<file path="config.mk">
export PLATFORM = sky130hd
export DESIGN_NAME = multicycle_ctrl
export DESIGN_NICKNAME = d
export VERILOG_FILES = /design/src/rtl/multicycle_ctrl.sv
export SDC_FILE = /design/constraint.sdc
export NUM_CORES = 1
export LEC_CHECK = 0
export CAP_MARGIN = 20
export CORE_MARGIN = 5
export CORE_UTILIZATION = 40
export DETAILED_ROUTE_END_ITERATION = 8
export GPL_TIMING_DRIVEN = 0
export PLACE_DENSITY = 0.68
export SYNTH_ARGS = -nofsm -noshare
export SYNTH_HDL_FRONTEND = slang
export SYNTH_SLANG_ARGS = --single-unit
</file>
<file path="constraint.sdc">
create_clock -name clk -period 3 [get_ports clk]
set_clock_uncertainty 0.15 [all_clocks]
set_input_delay 0.6 -clock clk [delete_from_list [all_inputs] [get_ports clk]]
set_output_delay 0.6 -clock clk [all_outputs]
set_load 0.1 [all_outputs]
</file>
<file path="src/rtl/multicycle_ctrl.sv">
// multicycle_ctrl: control FSM for a multicycle RV32-style datapath.
// Sequences FETCH/DECODE/EXEC/MEM/WB, drives the datapath strobes, bounds
// memory wait states with a counter and traps on illegal opcodes or on a
// wait that exceeds TIMEOUT cycles. TRAP is left only through rst.
module multicycle_ctrl #(
    parameter int TIMEOUT = 15,
    parameter int CNT_W   = 4
) (
    input  logic       clk,
    input  logic       rst,
    input  logic [6:0] opcode,
    input  logic       zero,
    input  logic       mem_ready,
    output logic       pc_write,
    output logic       ir_write,
    output logic       mem_read,
    output logic       mem_write,
    output logic       reg_write,
    output logic       alu_src,
    output logic       mem_to_reg,
    output logic [1:0] alu_op,
    output logic [1:0] pc_src,
    output logic [2:0] state,
    output logic       illegal
);

    typedef enum logic [2:0] {
        S_FETCH  = 3'd0,
        S_DECODE = 3'd1,
        S_EXEC   = 3'd2,
        S_MEM    = 3'd3,
        S_WB     = 3'd4,
        S_TRAP   = 3'd5
    } state_t;

    localparam logic [6:0] OP_R     = 7'b0110011;
    localparam logic [6:0] OP_I     = 7'b0010011;
    localparam logic [6:0] OP_LOAD  = 7'b0000011;
    localparam logic [6:0] OP_STORE = 7'b0100011;
    localparam logic [6:0] OP_BR    = 7'b1100011;
    localparam logic [6:0] OP_JAL   = 7'b1101111;
    localparam logic [6:0] OP_JALR  = 7'b1100111;

    localparam logic [CNT_W-1:0] CNT_LAST = CNT_W'(TIMEOUT - 1);

    state_t           state_q, state_d;
    logic [CNT_W-1:0] cnt_q, cnt_d;
    logic [6:0]       op_q, op_d;
    logic             illegal_q, illegal_d;
    logic             wait_expired;

    // A wait state has used its whole budget when the counter sits at TIMEOUT-1.
    assign wait_expired = (cnt_q == CNT_LAST);

    // Next-state, wait counter and opcode capture.
    // The counter is zero whenever a wait state is entered because every
    // transition out of FETCH/MEM (and every other state) drives it to 0.
    always_comb begin
        state_d = state_q;
        cnt_d   = '0;
        op_d    = op_q;
        case (state_q)
            S_FETCH: begin
                if (mem_ready) begin
                    state_d = S_DECODE;
                end else if (wait_expired) begin
                    state_d = S_TRAP;
                end else begin
                    cnt_d = cnt_q + CNT_W'(1);
                end
            end
            S_DECODE: begin
                op_d = opcode;
                case (opcode)
                    OP_R, OP_I, OP_LOAD, OP_STORE,
                    OP_BR, OP_JAL, OP_JALR: state_d = S_EXEC;
                    default:                state_d = S_TRAP;
                endcase
            end
            S_EXEC: begin
                case (op_q)
                    OP_R, OP_I:             state_d = S_WB;
                    OP_LOAD, OP_STORE:      state_d = S_MEM;
                    OP_BR, OP_JAL, OP_JALR: state_d = S_FETCH;
                    default:                state_d = S_TRAP;
                endcase
            end
            S_MEM: begin
                if (mem_ready) begin
                    state_d = (op_q == OP_LOAD) ? S_WB : S_FETCH;
                end else if (wait_expired) begin
                    state_d = S_TRAP;
                end else begin
                    cnt_d = cnt_q + CNT_W'(1);
                end
            end
            S_WB:    state_d = S_FETCH;
            S_TRAP:  state_d = S_TRAP;
            default: state_d = S_TRAP;
        endcase
        illegal_d = (state_d == S_TRAP);
    end

    // State registers with synchronous reset overriding every other input.
    always_ff @(posedge clk) begin
        if (rst) begin
            state_q   <= S_FETCH;
            cnt_q     <= '0;
            op_q      <= '0;
            illegal_q <= 1'b0;
        end else begin
            state_q   <= state_d;
            cnt_q     <= cnt_d;
            op_q      <= op_d;
            illegal_q <= illegal_d;
        end
    end

    // Datapath strobes decoded from the current state; forced low while rst is high.
    always_comb begin
        pc_write   = 1'b0;
        ir_write   = 1'b0;
        mem_read   = 1'b0;
        mem_write  = 1'b0;
        reg_write  = 1'b0;
        alu_src    = 1'b0;
        mem_to_reg = 1'b0;
        alu_op     = 2'b00;
        pc_src     = 2'b00;
        illegal    = 1'b0;
        state      = 3'd0;
        if (!rst) begin
            state   = state_q;
            illegal = illegal_q;
            case (state_q)
                S_FETCH: begin
                    mem_read = 1'b1;
                    ir_write = mem_ready;
                    pc_write = mem_ready;
                end
                S_EXEC: begin
                    case (op_q)
                        OP_R: begin
                            alu_op = 2'b10;
                        end
                        OP_I: begin
                            alu_src = 1'b1;
                            alu_op  = 2'b10;
                        end
                        OP_LOAD, OP_STORE: begin
                            alu_src = 1'b1;
                        end
                        OP_BR: begin
                            alu_op   = 2'b01;
                            pc_src   = 2'b01;
                            pc_write = zero;
                        end
                        OP_JAL: begin
                            pc_src    = 2'b10;
                            pc_write  = 1'b1;
                            reg_write = 1'b1;
                        end
                        OP_JALR: begin
                            alu_src   = 1'b1;
                            pc_src    = 2'b11;
                            pc_write  = 1'b1;
                            reg_write = 1'b1;
                        end
                        default: ;
                    endcase
                end
                S_MEM: begin
                    mem_read  = (op_q == OP_LOAD);
                    mem_write = (op_q != OP_LOAD);
                end
                S_WB: begin
                    reg_write  = 1'b1;
                    mem_to_reg = (op_q == OP_LOAD);
                end
                default: ;
            endcase
        end
    end

endmodule

</file>
# Word-level counts from Yosys, hierarchy flattened
# Index checks and enable logic that the tools add are counted.
[word_totals]
word_cells = 68
register_bits = 15
output_inout_bits = 15
input_bits = 11
[classes]
bitwise_logic = 1
muxes = 32
n_eq_ne = 21
addsub = 1
n_reduce_logical = 9
[ops]
columns = ["operator", "n"]
rows = [
  ["equality test 7 bit (second input constant)", 6],
  ["equality test 7 x 6 -> 1 bit (second input constant)", 4],
  ["two-way mux 3 bit", 6],
  ["one-hot mux 3 bit (5 select lines)", 1],
  ["equality test 7 x 2 -> 1 bit (second input constant)", 2],
  ["equality test 7 x 5 -> 1 bit (second input constant)", 2],
  ["two-way mux 1 bit", 14],
  ["one-hot mux 3 bit (3 select lines)", 1],
  ["two-way mux 2 bit", 4],
  ["one-hot mux 1 bit (2 select lines)", 4],
  ["OR reduction 2 bit", 4],
  ["OR reduction 4 bit", 2],
  ["inequality test 7 x 2 -> 1 bit (second input constant)", 1],
  ["OR reduction 7 bit", 1],
  ["equality test 3 x 2 -> 1 bit (second input constant)", 2],
  ["equality test 3 bit (second input constant)", 2],
  ["one-hot mux 2 bit (3 select lines)", 1],
  ["adder 4 x 1 -> 4 bit (second input constant)", 1],
  ["equality test 4 bit (second input constant)", 1],
  ["one-hot mux 2 bit (2 select lines)", 1],
  ["equality test 3 x 1 -> 1 bit (second input constant)", 1],
  ["logical NOT 3 bit", 1],
  ["OR reduction 3 bit", 1],
  ["inverter 1 bit", 1],
]

# Logic depth before layout (Yosys ltp)
# Gate-level depths: netlist (run 1).
[depth]
word_depth = 5
mapped_depth = 6
ltp_nobuf = 6

# Worst setup path after synthesis (run 1)
# Ideal clock, no wire load.
[synth_path]
kind = "register to output"
from = "register op_q[4]"
to = "output port pc_write"
path_buffers = 0
t_required_ps = 2250
arrival_time_ps = 5581
setup_slack_ps = -3331
path_stages_with_launch = 5
cell_sequence = "dfxtp_1 > and4b_1 > and2_2 > o211ai_1 > a2111oi_0"
[synth_between]
elab_chain_len = 5
word_cells_on_any_way = 7
classes_between = "eq/ne: 3; mux: 3; reduce/logical: 1"
[synth_rtl]
columns = ["element", "line_no", "rtl"]
rows = [
  ["start: declaration", "48", "logic [6:0] op_q, op_d;"],
  ["start signal: assignment", "114", "op_q <= op_d;"],
  ["equality test 7 bit", "142", "case (op_q)"],
  ["OR reduction 2 bit (no line)", "--", ""],
  ["one-hot mux 1 bit (2 select lines) (*)", "142", ""],
  ["one-hot mux 1 bit (2 select lines) (*)", "135", "case (state_q)"],
  ["two-way mux 1 bit (*)", "132", "if (!rst) begin"],
  ["end: declaration", "14", "output logic pc_write,"],
]
# Every way passes the cells marked *; elsewhere a longest branch is shown, timed or not.

# Worst setup path in the final report (run 1)
[layout_path]
from = "register op_q[3]"
to = "output port mem_write"
[layout_between]
elab_chain_len = 3
[layout_rtl]
columns = ["element", "line_no", "rtl"]
rows = [
  ["inequality test 7 x 2 -> 1 bit", "174", "mem_write = (op_q != OP_LOAD);"],
  ["two-way mux 1 bit", "135", ""],
  ["two-way mux 1 bit", "132", ""],
  ["end: declaration", "17", "output logic mem_write,"],
]
# No other way between the ends.

==> results.md, run 1 <==
* Run status: completed
* Final Hold Vio Count at 0
* Placed Cells at 178
* Via density at 5.41
* Compound-cell area share of the yosys netlist at 15.9%
* Multiplexer area fraction after synthesis at 7.07%
* Cts hold-fix bufs at 0
* Asr flop ratio synth at 0%
* Post-synth EDFFs at 0
* Tot GR Track Use at 16.0%
* Largest net degree at the start of global routing at 11
* Reg area at 300 um^2
* Final hold slack at 0.314 ns
* Clk buf depth at 2
* CTS tree: built
* Crit Path Max Fanout at 8
* Root buf cell: clkbuf_4
* Max-Cap Viols at 0
* Fin Setup TNS at 0 ns
* Area of the multi-input gates at 671 um^2
* CTS clk-pin slew, worst paths at 0.09 ns
* Cell taking the most area after synthesis: dfxtp_1
* Final setup violation count at 0
* H-tree depth at 1
* Synth cell types at 45
* CP peak stage delay at 0.58 ns
* Antenna viol nets, final at 0
* Main synth FF type: dfxtp_1
* Pwr Density at 397 nW/um^2
* Die Area at 3570 um^2
* Flops & latches, synth at 15
* Top cell type's share of synthesized area at 30.3%
* Critical Path RT at 2.25 ns
* Final min period at 2.92 ns
* Simple-Gate Fraction of Synth Area at 36.4%
* First-pass GRT wire length at 4350 um
* Layout cell share with drive strength beyond 1 at 21.7%
* Die W at 59.8 um
* Tcrit/Tclk final at 97.2%
* WL final at 2520 um
* LEAKAGE at 0.505 nW
* I/O Pins at 26
* Initial Util at 40.7%
* GP Congestion at 0.863
* Fillcell total at 233
* Pre-CTS WS at -0.609 ns
* Largest family of logic cells by synthesized area: simple AND/OR/NAND/NOR gates
* Critical path type: flip-flop to output port
* Grt peak-use layer: met2
* Max-Slew Margin vs Limit at 36.4%
* Initial antenna violation count at 0
* Fin cells at 182
* VDD IR-drop max at 283 uV
* R2R Path Start: op_q[3]
* Util after Layout at 54.2%
* Starting DRT DRC Count at 34
* Syn Nets at 136
* Hold-critical path depth at 1
* Cells along the critical path: or4_4 > or3_4 > and3_2 > buf_2
* Gr ovfl total at 0
* Flop-to-flop setup slack at 1.16 ns
* Synth Area in Adders at 2.53%
* Grt met3 use at 2.16%
* Count of final max-slew check failures at 0
* DR DRC count at 0
* Fmax at 343 MHz
* Std-Cell Core Area at 2430 um^2
* Synth Area per Inst at 8.06 um^2
* Actual slew at the worst max-slew pin at 0.958 ns
* RSZ-0062 raised after global routing: false
* CP Capture Type: output port
* Worst R2R End: state_q[2]
* Vias in the first global route at 988
* Worst r2r path cells at 4
* GRT met2 Usage at 24.2%
* Drt wl/cell at 13.8 um
* Port buffer count at 25
* Antenna Cells at 0
* Total CTS buffers at 3
* Xor/xnor share of the synthesized area at 1.77%
* Slowest cell on the critical path: or4_4
* Clk_lat worst skew at 0.29 ns
* Top cells by count, synth: 23 x nor2_1, 15 x dfxtp_1, 9 x nand2_1
* Cells after synthesis at 123
* # clock sinks at 15
* Worst Setup SP: op_q[3]
* Worst setup endpoint: mem_write
* Synth Cell Area at 991 um^2
* Top-count cell post-synth: nor2_1
* Vias at 984
* Ranking of synthesized cells by area: dfxtp_1 30%, nor2_1 8.7%, mux2i_1 7.1%
* Std cell rows at 18
* DIE HEIGHT at 59.8 um
* Post-synthesis sequential area ratio at 30.3%
* Warnings, synthesis at 0
* Router iterations before antenna repair at 4
* M1 GR Usage at 21.8%
* Area grow syn2layout at 33.0%
* Critical path arrival at 2.17 ns
* Worst Setup Start Kind: flip-flop
* Setup ws final at 0.0831 ns
* Layout Nets at 166
* Worst hold path type: flip-flop to flip-flop
* DP Wirelength at 1900 um
-- layout by cell type, fill, tap and decap left out, types with 2 or more instances in the layout --
master           synthesis  final
o21ai_0                  3      3
buf_2                    1      7
clkdlybuf4s15_2          0      3
clkdlybuf4s50_1          0     10
nor4_2                   1      2
ha_1                     2      2
clkbuf_4                 0      4
a31oi_1                  3      3
nor2b_1                  6      6
mux2i_1                  7      7
a21oi_1                  3      3
dlygate4sd2_1            0      2
nand2b_1                 3      3
nand2_1                  9      9
inv_1                    4      4
buf_6                    2      4
nand3_1                  5      5
nor2_1                  23     22
o211ai_1                 3      3
dfxtp_1                 15     15
-- where the power goes --
group | switching [mW] | internal [mW]
registers | 0.0186 | 0.213
logic | 0.110 | 0.0650
clock network | 0.0655 | 0.0517
-- state kept, by name, summed over array words and instances (netlist names) --
| signal | count |
|---|---|
| op_q | 7 |
| cnt_q | 4 |
| state_q | 3 |
| illegal_q | 1 |
-- stage by stage --
step,power (mW),instance area (um^2)
after global routing,0.556,1320
after floorplan,0.365,1020
after global placement,0.409,1310
after CTS,0.527,1330
final,0.523,1320
after detailed placement,0.412,1310
-- worst min path at each step --
stage	slack (ns)	startpoint	to
after floorplan	0.28	cnt_q[0]	cnt_q[0]
after global placement	0.29	cnt_q[0]	cnt_q[0]
after detailed placement	0.30	cnt_q[0]	cnt_q[0]
after CTS	0.32	cnt_q[0]	cnt_q[0]
after global routing	0.35	cnt_q[0]	cnt_q[0]
final	0.31	cnt_q[0]	cnt_q[0]
-- kinds of logic after synthesis --
kind of cell	after synthesis
adder cells (fa/ha/maj)	2
flip-flops	15
multiplexers	7
XOR/XNOR	2
buffers and inverters	9
AND/OR/NAND/NOR	66
AO/OA/AOI/OAI	22
-- worst max-delay path, delay by kind of cell, from the launching register on --
kind	cells	cell delay, ns
simple gates	3	1.18
flops	1	0.41
buf+inv	1	0.29
-- layout make-up --
cell class | instances | share of cell area, %
multi-input cells | 99 | 50.9
flip-flops and latches | 15 | 22.8
repair buffers | 25 | 16.8
plain buffers | 5 | 3.51
well taps | 30 | 2.85
clock buffers | 4 | 1.99
inverters | 4 | 1.14
-- layer usage --
layer	part of all wire, %	wire (um)
met1	46	1160
met2	46	1160
met4	1.5	38
met3	6.0	152
met5	0	0
-- timing repair --
action | in CTS | in global routing
pin swaps | 0 | 0
setup endpoints to repair | 15 | 10
gates resized for setup | 51 | 17
setup buffers | 0 | 0
No activity file was read; power rests on OpenSTA's default activity.
==> run 2, diff against run 1 <==
--- a/config.mk
+++ b/config.mk
@@ -10,6 +10,7 @@
 export CORE_UTILIZATION = 40
 export DETAILED_ROUTE_END_ITERATION = 8
 export GPL_TIMING_DRIVEN = 0
+export HOLD_SLACK_MARGIN = 0.15
 export PLACE_DENSITY = 0.68
 export SYNTH_ARGS = -nofsm -noshare
 export SYNTH_HDL_FRONTEND = slang
==> results of run 2 <==
The final DEF is identical to that of run 1; final timing and power are the same.
==> RTL edit 1 (config.mk and constraints of run 1) <==
Change the parameter `CNT_W` from 4 to 6.
--- a/src/rtl/multicycle_ctrl.sv
+++ b/src/rtl/multicycle_ctrl.sv
@@ -4,7 +4,7 @@
 // wait that exceeds TIMEOUT cycles. TRAP is left only through rst.
 module multicycle_ctrl #(
     parameter int TIMEOUT = 15,
-    parameter int CNT_W   = 4
+    parameter int CNT_W   = 6
 ) (
     input  logic       clk,
     input  logic       rst,
Check against the original RTL: no difference found for any inputs over 10 cycles, from zero or initial values and one cycle with rst high; that may be too few to reach the edited logic, so the function may still have changed.
==> RTL edit 1 against run 1 <==
Setup slack got worse by 0.039 ns; global-route usage about the same; highest routed layer unchanged; clock power increased by 5%; synthesized cell count increased by 6.5%; critical path depth decreased by 1; synthesized area increased by 8.3%; largest cell class unchanged; power increased by 14%; sequential cell count increased by 2; cell area increased by 8.5%; routed wire length increased by 3.5%.
==> RTL edit 1: results (changes against run 1) <==
Run status
  • Run status: complete, no violations

GRT
  • M3 GR Usage: 3.926% (+1.8 points)
  • Largest net degree at the start of global routing: 11 (unchanged)
  • Initial antenna violation count: 0 (unchanged)
  • Tot GR Track Use: 15.92% (-0.027 points)
  • Vias in the first global route: 996 (+0.81%)
  • Global-route wire length before repair: 4.547 mm (+4.6%)
  • M1 GR Usage: 19.95% (-1.8 points)
  • Met2 Track Usage GR: 27.95% (+3.7 points)

CTS
  • Root buf cell: clkbuf_4
  • Skew-Pair Late Insertion Delay: 0.30 ns
  • Num CTS Buffers: 3 (unchanged)
  • Max Root-Sink Buffers: 2 (unchanged)
  • Clock transition at path regs: 0.10 ns
  • H-Tree Depth: 1 (unchanged)

Logic synthesis
  • Syn Inst Count: 131 (+6.5%)
  • Largest cells by area after synthesis: dfxtp_1, nor2_1, mux2i_1
  • Netlist cell types: 43 (-4.4%)
  • Synth Flop Type: dfxtp_1
  • Ys async rst share: 0% (unchanged)
  • Sequential area share after synthesis: 31.70% (+1.4 points)
  • Post-synth top cells: nor2_1, dfxtp_1, a21oi_1
  • Post-Syn Nets: 144 (+5.9%)
  • Synth warn: 0 (unchanged)

Setup path
  • R2R depth: 6 (+2)
  • FF-to-FF setup slack: 1.17 ns
  • Worst R2R Start: cnt_q[0]
  • Worst endpoint data arrival time: 2.21 ns (+0.04 ns)
  • CP max stage delay: 0.82 ns (+0.24 ns)
  • Critical path's slowest cell: clkdlybuf4s15_1
  • Worst r2r dst: illegal_q
  • Top cell family by delay on the critical path: buffers and inverters
  • Crit Path Max Fanout: 5 (-3)

Hold path
  • Hold Path Class: reg2reg
  • Worst Hold Path EP: cnt_q[0]
  • Hold Startpoint: cnt_q[0]
  • Hold path cells: 1 (unchanged)

Placement
  • Placed cell areas: 1429 µm² (+8.9%)
  • RD Place Congestion: 0.7618 (-12%)
  • Final HPWL DP: 2.032 mm (+7.1%)
  • Port Buf Inserts: 24 (-4.0%)

STA
  • Max-slew violations: 0 (unchanged)
  • WHS: 0.3349 ns (+0.02106 ns)
  • Tightest Pin Transition: 0.9769 ns (+0.01913 ns)

Pwr
  • Lkg Pwr: 0.5744 nW (+14%)
  • Max IR drop VDD: 0.0003092 V (+9.4%)

Routing
  • Routed wire per std cell: 13.78 µm (-0.34%)
  • Via density: 5.222 (-3.4%)
  • Starting DRT DRC Count: 24 (-29%)
  • Pre-Repair DR Iteration Count: 4 (unchanged)

Layout
  • Top flop regs: op_q: 7 flops, cnt_q: 6 flops, state_q: 3 flops
  • Layout Cells excl Fill: 189 (+3.8%)
  • Nets: 173 (+4.2%)
  • Antenna Diode Count: 0 (unchanged)
  • Layout cell share with drive strength beyond 1: 27.67% (+6.0 points)

Job
  • Maxcap violations: 0 (unchanged)
[RTL edit 1: kinds of logic (layout without fill, tap and decap cells)]
logic type               Yosys count  count (layout)  share of synthesized area, %
AO/OA/AOI/OAI                     22              22                         13.40
adder cells (fa/ha/maj)            2               2                         2.331
AND/OR/NAND/NOR                   65              65                         34.38
multiplexers                       6               6                         5.595
buffers and inverters             14              42                         8.507
flip-flops                        17              17                         31.70
XOR/XNOR                           5               5                         4.080
[RTL edit 1: where the power goes]
part | internal (mW) | switching, mW
clock network | 0.0497 | 0.0737
logic | 0.0761 | 0.144
registers | 0.243 | 0.0124
total | 0.369 | 0.230
[RTL edit 1: area by class of cell]
| cell class | instances | area (µm²) |
|---|---|---|
| clock buffers | 3 | 22.52 |
| clock inverters | 1 | 5.005 |
| flip-flops and latches | 17 | 340.3 |
| plain buffers | 9 | 77.57 |
| fillers | 258 | 1092 |
| repair buffers | 24 | 207.7 |
| well taps | 30 | 37.54 |
| multi-input cells | 100 | 720.7 |
| inverters | 5 | 18.77 |
[RTL edit 1: metal layers]
metal | share of wire, % | up-vias
li1 | - | 512
met1 | 44 | 453
met2 | 51 | 20
met3 | 4.3 | 2
met4 | 0.38 | 0
met5 | 0 | -
[RTL edit 1: worst max-delay path by stage]
stage                           from        end  slack, ns  depth (start not counted)
after floorplan           state_q[2]  alu_op[1]      -0.48                          4
after global placement     mem_ready   pc_write      -0.35                          4
after detailed placement   mem_ready   pc_write      -0.34                          4
after CTS                 state_q[2]  pc_src[0]      0.004                          6
after global routing      state_q[2]  reg_write      0.005                          6
final                      mem_ready   ir_write       0.04                          3
[RTL edit 1: per-stage QoR]
step	setup TNS (ns)	setup slack (ns)
after floorplan	-0.5403	-0.4811
after global placement	-2.121	-0.3488
after detailed placement	-2.303	-0.3396
after CTS	0	0.003748
after global routing	0	0.004813
final	0	0.04359
[RTL edit 1: worst reg2reg max path: stages, from the launching register on]
cell	delay, ns
dfxtp_1	0.40
inv_1	0.06
ha_1	0.19
a41oi_1	0.37
o31ai_1	0.12
a211oi_1	0.30
o21ai_1	0.11
[RTL edit 1: what timing repair did]
action                     4_1_cts  5_1_grt
resized for setup               33       14
pin swaps                        0        0
setup endpoints to repair       12        7
==> RTL edit 2 (settings of run 1) <==
Made on the original files. Take the reset off `op_q` and load it in a clocked block of its own.
--- a/src/rtl/multicycle_ctrl.sv
+++ b/src/rtl/multicycle_ctrl.sv
@@ -106,14 +106,16 @@
         if (rst) begin
             state_q   <= S_FETCH;
             cnt_q     <= '0;
-            op_q      <= '0;
             illegal_q <= 1'b0;
         end else begin
             state_q   <= state_d;
             cnt_q     <= cnt_d;
-            op_q      <= op_d;
             illegal_q <= illegal_d;
         end
+    end
+
+    always_ff @(posedge clk) begin
+        op_q <= op_d;
     end
 
     // Datapath strobes decoded from the current state; forced low while rst is high.
Check against the original RTL: same outputs for any inputs over 10 cycles, from zero or initial values and one cycle with rst high; that may be too few to reach the edited logic, so the function may still have changed.
==> RTL edit 2 against run 1 <==
Power rose by 1.6%; critical endpoint is now alu_src; synthesized area is 8.0% lower; register-to-register slack got worse by 0.15 ns; count of clock-buffer cells in the layout did not move; critical path type is now in2out; sequential cell count is the same; cell area decreased by 8.4%; synthesized cell count is 17% lower; non-clock buffer count shrank 2; sequential power is 10% higher; setup slack worse by 0.036 ns; combinational power is 6% lower; routed wire length down 18%; cell count shrank 13%.
==> RTL edit 2: results (changes against run 1) <==
Layout
  • Filler cells: 200 (-14%)
  • Nets: 145 (-13%)
  • Layout cell share with drive strength beyond 1: 27.48% (+5.8 points)
  • Antenna Diode Count: 0 (unchanged)
  • Top flop regs: op_q: 7 flops, cnt_q: 4 flops, state_q: 3 flops
  • Post-route cell area: 1207 µm² (-8.4%)

Logic synthesis
  • Post-Syn Nets: 115 (-15%)
  • EDFF count, synth: 7 (+7)
  • Post-synthesis xor/xnor area fraction: 2.881% (+1.1 points)
  • Compound-cell area share of the yosys netlist: 14.54% (-1.4 points)
  • Sequential area share after synthesis: 40.60% (+10 points)
  • Largest cells by area after synthesis: edfxtp_1, dfxtp_1, nor2_1
  • Avg Inst Size Synth: 8.942 µm² (+11%)
  • Netlist cell types: 37 (-18%)
  • Post-synth top cells: nor2_1, nand2_1, dfxtp_1
  • Synth Area in Adders: 2.743% (+0.22 points)
  • Mux cell area share after synthesis: 0% (-7.1 points)

GRT
  • Vias in the first global route: 810 (-18%)
  • Tot GR Track Use: 13.21% (-2.7 points)
  • M1 GR Usage: 15.46% (-6.3 points)
  • Global-route wire length before repair: 3.463 mm (-20%)
  • M3 GR Usage: 2.227% (+0.067 points)
  • Met2 Track Usage GR: 23.39% (-0.84 points)

Run status
  • Run status: complete, no violations

Pwr
  • Int Pwr: 0.3335 mW (+1.2%)
  • Share of total power in sequential cells: 47.9% (+3.7 points)
  • Clk power: 0.112 mW (-4%)
  • Lkg Pwr: 0.4885 nW (-3.3%)
  • Clock share of power: 21.0% (-1.4 points)
  • Max IR drop VDD: 0.0003570 V (+26%)

Hold path
  • Hold Path Class: reg2reg
  • Hold path cells: 1 (unchanged)

Setup path
  • Critical path's slowest cell: clkdlybuf4s15_2
  • Crit Path Max Fanout: 3 (-5)
  • FF-to-FF setup slack: 1.01 ns (-0.15 ns)
  • R2R depth: 3 (-1)
  • Worst r2r dst: op_q[0]
  • Top cell family by delay on the critical path: buffers and inverters
  • CP max stage delay: 0.58 ns (about the same)

CTS
  • Post-CTS Resized: 49 (-3.9%)
  • Clock transition at path regs: 0.08 ns
  • Skew-Pair Late Insertion Delay: 0.27 ns (-0.02 ns)

STA
  • Tightest Pin Transition: 0.9472 ns (-0.01052 ns)
  • WHS: 0.3194 ns (+0.005605 ns)

Routing
  • Met2 Wirelength: 993 µm (-14%)
  • Routed wire length: 2.071 mm (-18%)
  • Routed wire per std cell: 13.03 µm (-5.8%)
  • Met1 wire length: 957 µm (-18%)
  • Via count: 830 (-16%)
  • Highest routed layer: met4
  • Routed wl met3: 101 µm (-34%)
  • Starting DRT DRC Count: 5 (-85%)

Placement
  • Final HPWL DP: 1.699 mm (-11%)
  • Dpl ws: -0.7220 ns (-0.1129 ns)
  • RD Place Congestion: 0.8385 (-2.9%)
  • Placed cell areas: 1244 µm² (-5.2%)
  • Placed Cells: 155 (-13%)
RTL edit 2: cells by family after synthesis:
family | after synthesis
adders and majority gates | 2
and+or+nand+nor | 57
xor gates and xnor gates | 3
AOI/OAI and AO/OA | 17
DFF | 15
buffers and inverters | 8
RTL edit 2: how the worst max path moves through the flow:
| stage | from | end | slack, ns | cells after the start |
|---|---|---|---|---|
| final | rst | alu_src | 0.05 | 4 |
| after CTS | rst | pc_src[0] | 0.00008 | 4 |
| after global placement | rst | reg_write | -0.73 | 6 |
| after global routing | rst | alu_src | 0.01 | 4 |
| after detailed placement | rst | reg_write | -0.72 | 6 |
| after floorplan | rst | alu_op[0] | -0.32 | 3 |
RTL edit 2: area by class of cell:
type | count | share of cell area (%)
Timing Repair Buffer | 25 | 15.44
Clock buffer | 4 | 2.176
Buffer | 3 | 1.140
Sequential cell | 15 | 30.67
Tap cell | 28 | 2.902
Multi-Input combinational cell | 79 | 46.11
Inverter | 5 | 1.554
